## src/rtl/counter_ctrl.sv

```systemverilog
// rtl/counter_ctrl.sv - command scheduler in front of the 4-bit counter
//
// Merges button press pulses and a host valid/ready command channel,
// arbitrates round-robin and issues one single-cycle one-hot command at a
// time, followed by CMD_GAP idle cycles. Also drives the counter clock
// enable from freeze and counts button presses lost to a full pending slot.
//
// Ports:
//   clk, rst       clock, asynchronous active-high reset
//   btn_pulse[3:0] one-cycle presses: 0 INC, 1 DEC, 2 TOGGLE, 3 CLEAR
//   host_valid     host command valid
//   host_cmd[1:0]  host command index (same encoding as btn_pulse bits)
//   host_ready     host handshake ready (combinational)
//   freeze         halts the counter and blocks new grants
//   ctr_buttons    registered one-hot command pulse to the counter
//   ctr_ce         registered ~freeze to the counter
//   busy           command in flight or local command pending
//   drop_cnt       saturating count of dropped button presses
module counter_ctrl #(
  parameter int CMD_GAP = 2,
  parameter int DROP_W  = 8
) (
  input  logic              clk,
  input  logic              rst,
  input  logic [3:0]        btn_pulse,
  input  logic              host_valid,
  input  logic [1:0]        host_cmd,
  output logic              host_ready,
  input  logic              freeze,
  output logic [3:0]        ctr_buttons,
  output logic              ctr_ce,
  output logic              busy,
  output logic [DROP_W-1:0] drop_cnt
);

  typedef enum logic [1:0] {IDLE, ISSUE, GAP} state_t;

  localparam logic RR_LOCAL = 1'b0;
  localparam logic RR_HOST  = 1'b1;
  localparam logic [7:0] GAP_LAST = 8'((CMD_GAP > 0) ? CMD_GAP - 1 : 0);

  state_t      state;
  logic [3:0]  pend;
  logic        rr;
  logic [7:0]  gap_cnt;

  logic        can_grant;
  logic        grant_host;
  logic        grant_local;
  logic [3:0]  local_onehot;
  logic [3:0]  host_onehot;
  logic [3:0]  grant_clr;
  logic [3:0]  drops;
  logic [3:0]  pend_next;
  logic [2:0]  drop_num;
  logic [DROP_W+2:0] drop_sum;
  logic [DROP_W-1:0] drop_next;

  always_comb begin
    can_grant   = (state == IDLE) && !freeze;
    host_ready  = !rst && can_grant && ((pend == 4'b0000) || (rr == RR_HOST));
    grant_host  = host_valid && host_ready;
    grant_local = can_grant && !grant_host && (pend != 4'b0000);
    host_onehot = 4'b0001 << host_cmd;

    // Lowest-index pending bit wins a local grant.
    local_onehot = 4'b0000;
    for (int i = 3; i >= 0; i--) begin
      if (pend[i]) local_onehot = 4'b0001 << i;
    end

    grant_clr = grant_local ? local_onehot : 4'b0000;
    // A press on a bit being granted this edge re-arms it instead of dropping.
    drops     = btn_pulse & pend & ~grant_clr;
    pend_next = (pend & ~grant_clr) | btn_pulse;

    drop_num = 3'd0;
    for (int i = 0; i < 4; i++) begin
      drop_num = drop_num + {2'b00, drops[i]};
    end

    drop_sum = {3'b000, drop_cnt} + {{DROP_W{1'b0}}, drop_num};
    if (drop_sum[DROP_W+2:DROP_W] != 3'b000) drop_next = {DROP_W{1'b1}};
    else                                     drop_next = drop_sum[DROP_W-1:0];

    busy = !rst && ((state != IDLE) || (pend != 4'b0000));
  end

  always_ff @(posedge clk or posedge rst) begin
    if (rst) begin
      state       <= IDLE;
      pend        <= 4'b0000;
      rr          <= RR_LOCAL;
      gap_cnt     <= 8'd0;
      ctr_buttons <= 4'b0000;
      ctr_ce      <= 1'b0;
      drop_cnt    <= '0;
    end else begin
      ctr_ce   <= ~freeze;
      pend     <= pend_next;
      drop_cnt <= drop_next;
      case (state)
        IDLE: begin
          if (grant_host) begin
            ctr_buttons <= host_onehot;
            rr          <= ~rr;
            state       <= ISSUE;
          end else if (grant_local) begin
            ctr_buttons <= local_onehot;
            rr          <= ~rr;
            state       <= ISSUE;
          end
        end
        ISSUE: begin
          ctr_buttons <= 4'b0000;
          if (CMD_GAP == 0) begin
            state <= IDLE;
          end else begin
            gap_cnt <= GAP_LAST;
            state   <= GAP;
          end
        end
        GAP: begin
          if (gap_cnt == 8'd0) state <= IDLE;
          else                 gap_cnt <= gap_cnt - 8'd1;
        end
        default: begin
          ctr_buttons <= 4'b0000;
          state       <= IDLE;
        end
      endcase
    end
  end

endmodule
```

## config.mk

```make
export PLATFORM = sky130hd
export DESIGN_NAME = counter_ctrl
export DESIGN_NICKNAME = d
export VERILOG_FILES = /design/src/rtl/counter_ctrl.sv
export SDC_FILE = /design/constraint.sdc
export NUM_CORES = 1
export LEC_CHECK = 0
export ABC_AREA = 1
export CAP_MARGIN = 20
export CORE_MARGIN = 2
export CORE_UTILIZATION = 45
export DETAILED_ROUTE_END_ITERATION = 8
export PLACE_DENSITY = 0.71
export SYNTH_ARGS = -nofsm -noshare
export SYNTH_HDL_FRONTEND = slang
export SYNTH_SLANG_ARGS = --single-unit
```

## constraint.sdc

```tcl
create_clock -name clk -period 2.9 [get_ports clk]
set_clock_uncertainty 0.15 [all_clocks]
set_input_delay 0.58 -clock clk [delete_from_list [all_inputs] [get_ports clk]]
set_output_delay 0.58 -clock clk [all_outputs]
set_load 0.02 [all_outputs]
```

==> impl_metrics.ini, run 1 <==
[logic_synthesis]
yosys_warnings = 0
yosys-top-cells-area = dfrtp_1, nand2_1, inv_1, nand3_1, fa_1
ys_ff_latch = 28
synth_nets = 213
syn_avg_cell_area_um2 = 8.13
ys_seq_area_share_pct = 43.8
synthCells = 197
yosys.area.top_type = dfrtp_1
synth_cell_types = 30
netlist_area_um2 = 1600
synth_top_cell_area_share_pct = 43.8

[route]
firstDrtPassIters = 5
drt_iter0_markers = 96
routed-via-count = 1450
viasPerCell = 4.93
wl_per_cell_um = 11.6
ant_nets = 0
drc = 0
wirelength_um = 3420

[global_route]
grt_pass1_vias = 1348
grt_start_max_net_pins = 29
antenna_found_initial = 0
grt_pass1_wl_um = 5740
overflow = 0
grtUsageTotal_pct = 17.9

[timing]
hold_slack_ns = 0.331
rsz0062_at_grt = yes
final_max_slew_viol_count = 0
finalSetupViolations = 0
tns_ns = 0
slew_headroom_pct = 75.7
layout_setup_ws_ns = 0.108
layout_min_cycle_time_ns = 2.79
worst_pin_slew_ns = 0.365
fmax_mhz = 358
hold_violations = 0
period_share_pct = 96.3

[clock_tree]
cts_num_sinks = 28
cts_tree = yes
cts_inserted_buffers = 3
hold_buffers = 0
cts.htree.levels = 1
cts.clk_slew.worst_paths_ns = 0.16
insertion_delay_ns = 0.33
root_buffer = clkbuf_4
cts_buffer_depth = 2

[setup_path]
worstPathArrival_ns = 2.89
critical_path_class = in2reg
required_ns = 3.00
worstPathMaxFanout = 4
cp-end-kind = flop
critPathLaunchType = input port

[floorplanning]
start_util_pct = 47.2
ios = 25
dieArea_um2 = 4050
fp.coreArea_um2 = 3390
num_rows = 21
die_x_um = 63.7
die_y_um = 63.7

[layout]
final_nets = 265
regArea_um2 = 701
multi_input_area_um2 = 831
drive_above_1_share_pct = 24.6
antennaDiodeCount = 0
area_delta_synth_final_pct = 37.1
fill_cells = 296

[pwr]
vdd_drop_max_v = 0.000490
p_sw_share_pct = 44.5
clkPwrFrac_pct = 9.4
p_leak_uw = 0.00113
internal-power_uw = 1130
combPwrFrac_pct = 58.3
finalPower_uw = 2040
p_per_area_nw_per_um2 = 928
p_seq_share_pct = 32.3
power.net_switching_uw = 906

[hold_path]
hold_path.class = reg2reg

[placed_design]
dp_hpwl_um = 2540
gp_congestion = 0.915
port_buffers = 24
place_ws_ns = -0.734

[run_status]
status = completed

[flow_run]
maxCapViolations = 0
logic make-up (layout without fill, tap and decap cells):
group           Yosys count  count (layout)  synth area share [%]
buf+inv                  37              88                  9.14
compound gates           19              19                  7.11
xor+xnor                  4               4                  2.19
flops                    28              28                  43.7
fa+ha+maj                 6               6                  6.09
simple gates            103             103                  31.7
routing by layer:
| layer | vias up | share of wire, % | global-route usage [%] | routed length [µm] |
|---|---|---|---|---|
| met5 | - | 0 | 0 | 0 |
| met4 | 0 | 1.3 | 7.07 | 46 |
| met3 | 4 | 3.9 | 2.86 | 133 |
| met2 | 34 | 49 | 30.1 | 1670 |
| met1 | 676 | 46 | 22.9 | 1580 |
| li1 | 736 | - | - | - |
synth_stat cells:
cell type,instances
ha_1,3
and2_2,1
nand3_4,1
inv_2,1
inv_1,35
nand4_1,7
nand3_2,1
fa_1,3
or2_2,1
dfrtp_1,28
nor3_1,2
nand2_2,2
a21oi_1,2
nand3_1,26
nand3b_1,1
xor2_1,3
nand2_1,45
o21ai_2,2
buf_6,1
nor2_2,1
nor2_1,11
nand4_2,1
o21a_1,1
o22ai_1,3
nand2_4,1
o21ai_0,9
a21o_1,1
nor2_4,2
xnor2_1,1
o31ai_1,1
timing repair:
item,CTS,global route
gates cloned,0,0
setup endpoints to repair,9,9
buffers inserted,5,2
pin swaps,11,8
hold endpoints to repair,0,0
resized for setup,15,7
area by class of cell:
cell class,instances,area share [%]
multi-input combinational,132,37.8
sequential,28,31.9
inverter,36,6.89
timing repair buffer,48,19.1
tap,46,2.62
clock buffer,4,1.65
state kept, by name (all words and copies together) (netlist names):
signal	flops
pend	4
rr	1
ctr_buttons	4
state	2
ctr_ce	1
gap_cnt	8
drop_cnt	8
metrics by stage:
step,util [%],instance area (µm²),std cells
floorplan,-,1650,197
global placement,60.8,2060,283
detailed placement,60.8,2060,283
CTS,63.7,2160,292
global route,64.8,2200,294
finish,64.8,2200,294
worst max-delay path, stage by stage:
cell	delay (ns)
buf_2	0.10
buf_6	0.13
inv_16	0.05
nand3_4	0.08
nor2_4	0.13
nand3_4	0.10
nand3_2	0.08
nand3_2	0.07
fa_1	0.47
fa_2	0.36
inv_2	0.06
fa_2	0.19
nand2_2	0.05
inv_2	0.07
nand2_4	0.06
nor2_4	0.13
nand3_2	0.07
o21ai_1	0.07
inv_1	0.05
worst paths after layout:
kind	from	to	slack, ns	cells after the start
max in group asynchronous	rst	gap_cnt[2]$_DFFE_PP0P_	1.96	3
setup reg to reg	pend[3]$_DFF_PP0_	drop_cnt[6]$_DFF_PP0_	0.11	17
hold / removal	gap_cnt[7]$_DFFE_PP0P_	gap_cnt[7]$_DFFE_PP0P_	0.33	1
hold reg to reg	gap_cnt[7]$_DFFE_PP0P_	gap_cnt[7]$_DFFE_PP0P_	0.33	1
min in group asynchronous	rst	drop_cnt[7]$_DFF_PP0_	0.37	3
setup / recovery	freeze	drop_cnt[6]$_DFF_PP0_	0.11	19
power by group through the flow:
stage	Clock [µW]	Sequential (µW)	Combinational, µW
floorplan	0	740	647
finish	192	659	1190
CTS	197	658	1160
global placement	0	661	1100
detailed placement	0	662	1120
global route	211	679	1330
layout by cell type (no fill, tap or decap), types with 2 or more instances in the layout:
cell type and n:
nand2_1 41, inv_1 31, dfrtp_1 28, buf_4 23, nand3_1 21, clkdlybuf4s50_1 20
nor2_1 9, o21ai_0 7, nand4_1 7, nand3_2 5, inv_2 4, nand2_2 4
nor2_4 4, o22ai_1 3, xor2_1 3, nand2_4 3, ha_1 3, clkbuf_4 3
o21ai_2 2, nand3_4 2, nor3_1 2, o21ai_1 2, fa_2 2, dlygate4sd2_1 2
Note: power is estimated with default switching activity, not from simulation.
==> inputs of run 2 (changes only) <==
--- a/config.mk
+++ b/config.mk
@@ -9,6 +9,7 @@
 export CAP_MARGIN = 20
 export CORE_MARGIN = 2
 export CORE_UTILIZATION = 45
+export CTS_CLUSTER_DIAMETER = 30
 export DETAILED_ROUTE_END_ITERATION = 8
 export PLACE_DENSITY = 0.71
 export SYNTH_ARGS = -nofsm -noshare
==> results of run 2 <==
Same layout as run 1: the final DEF is identical, and so are final timing and power.
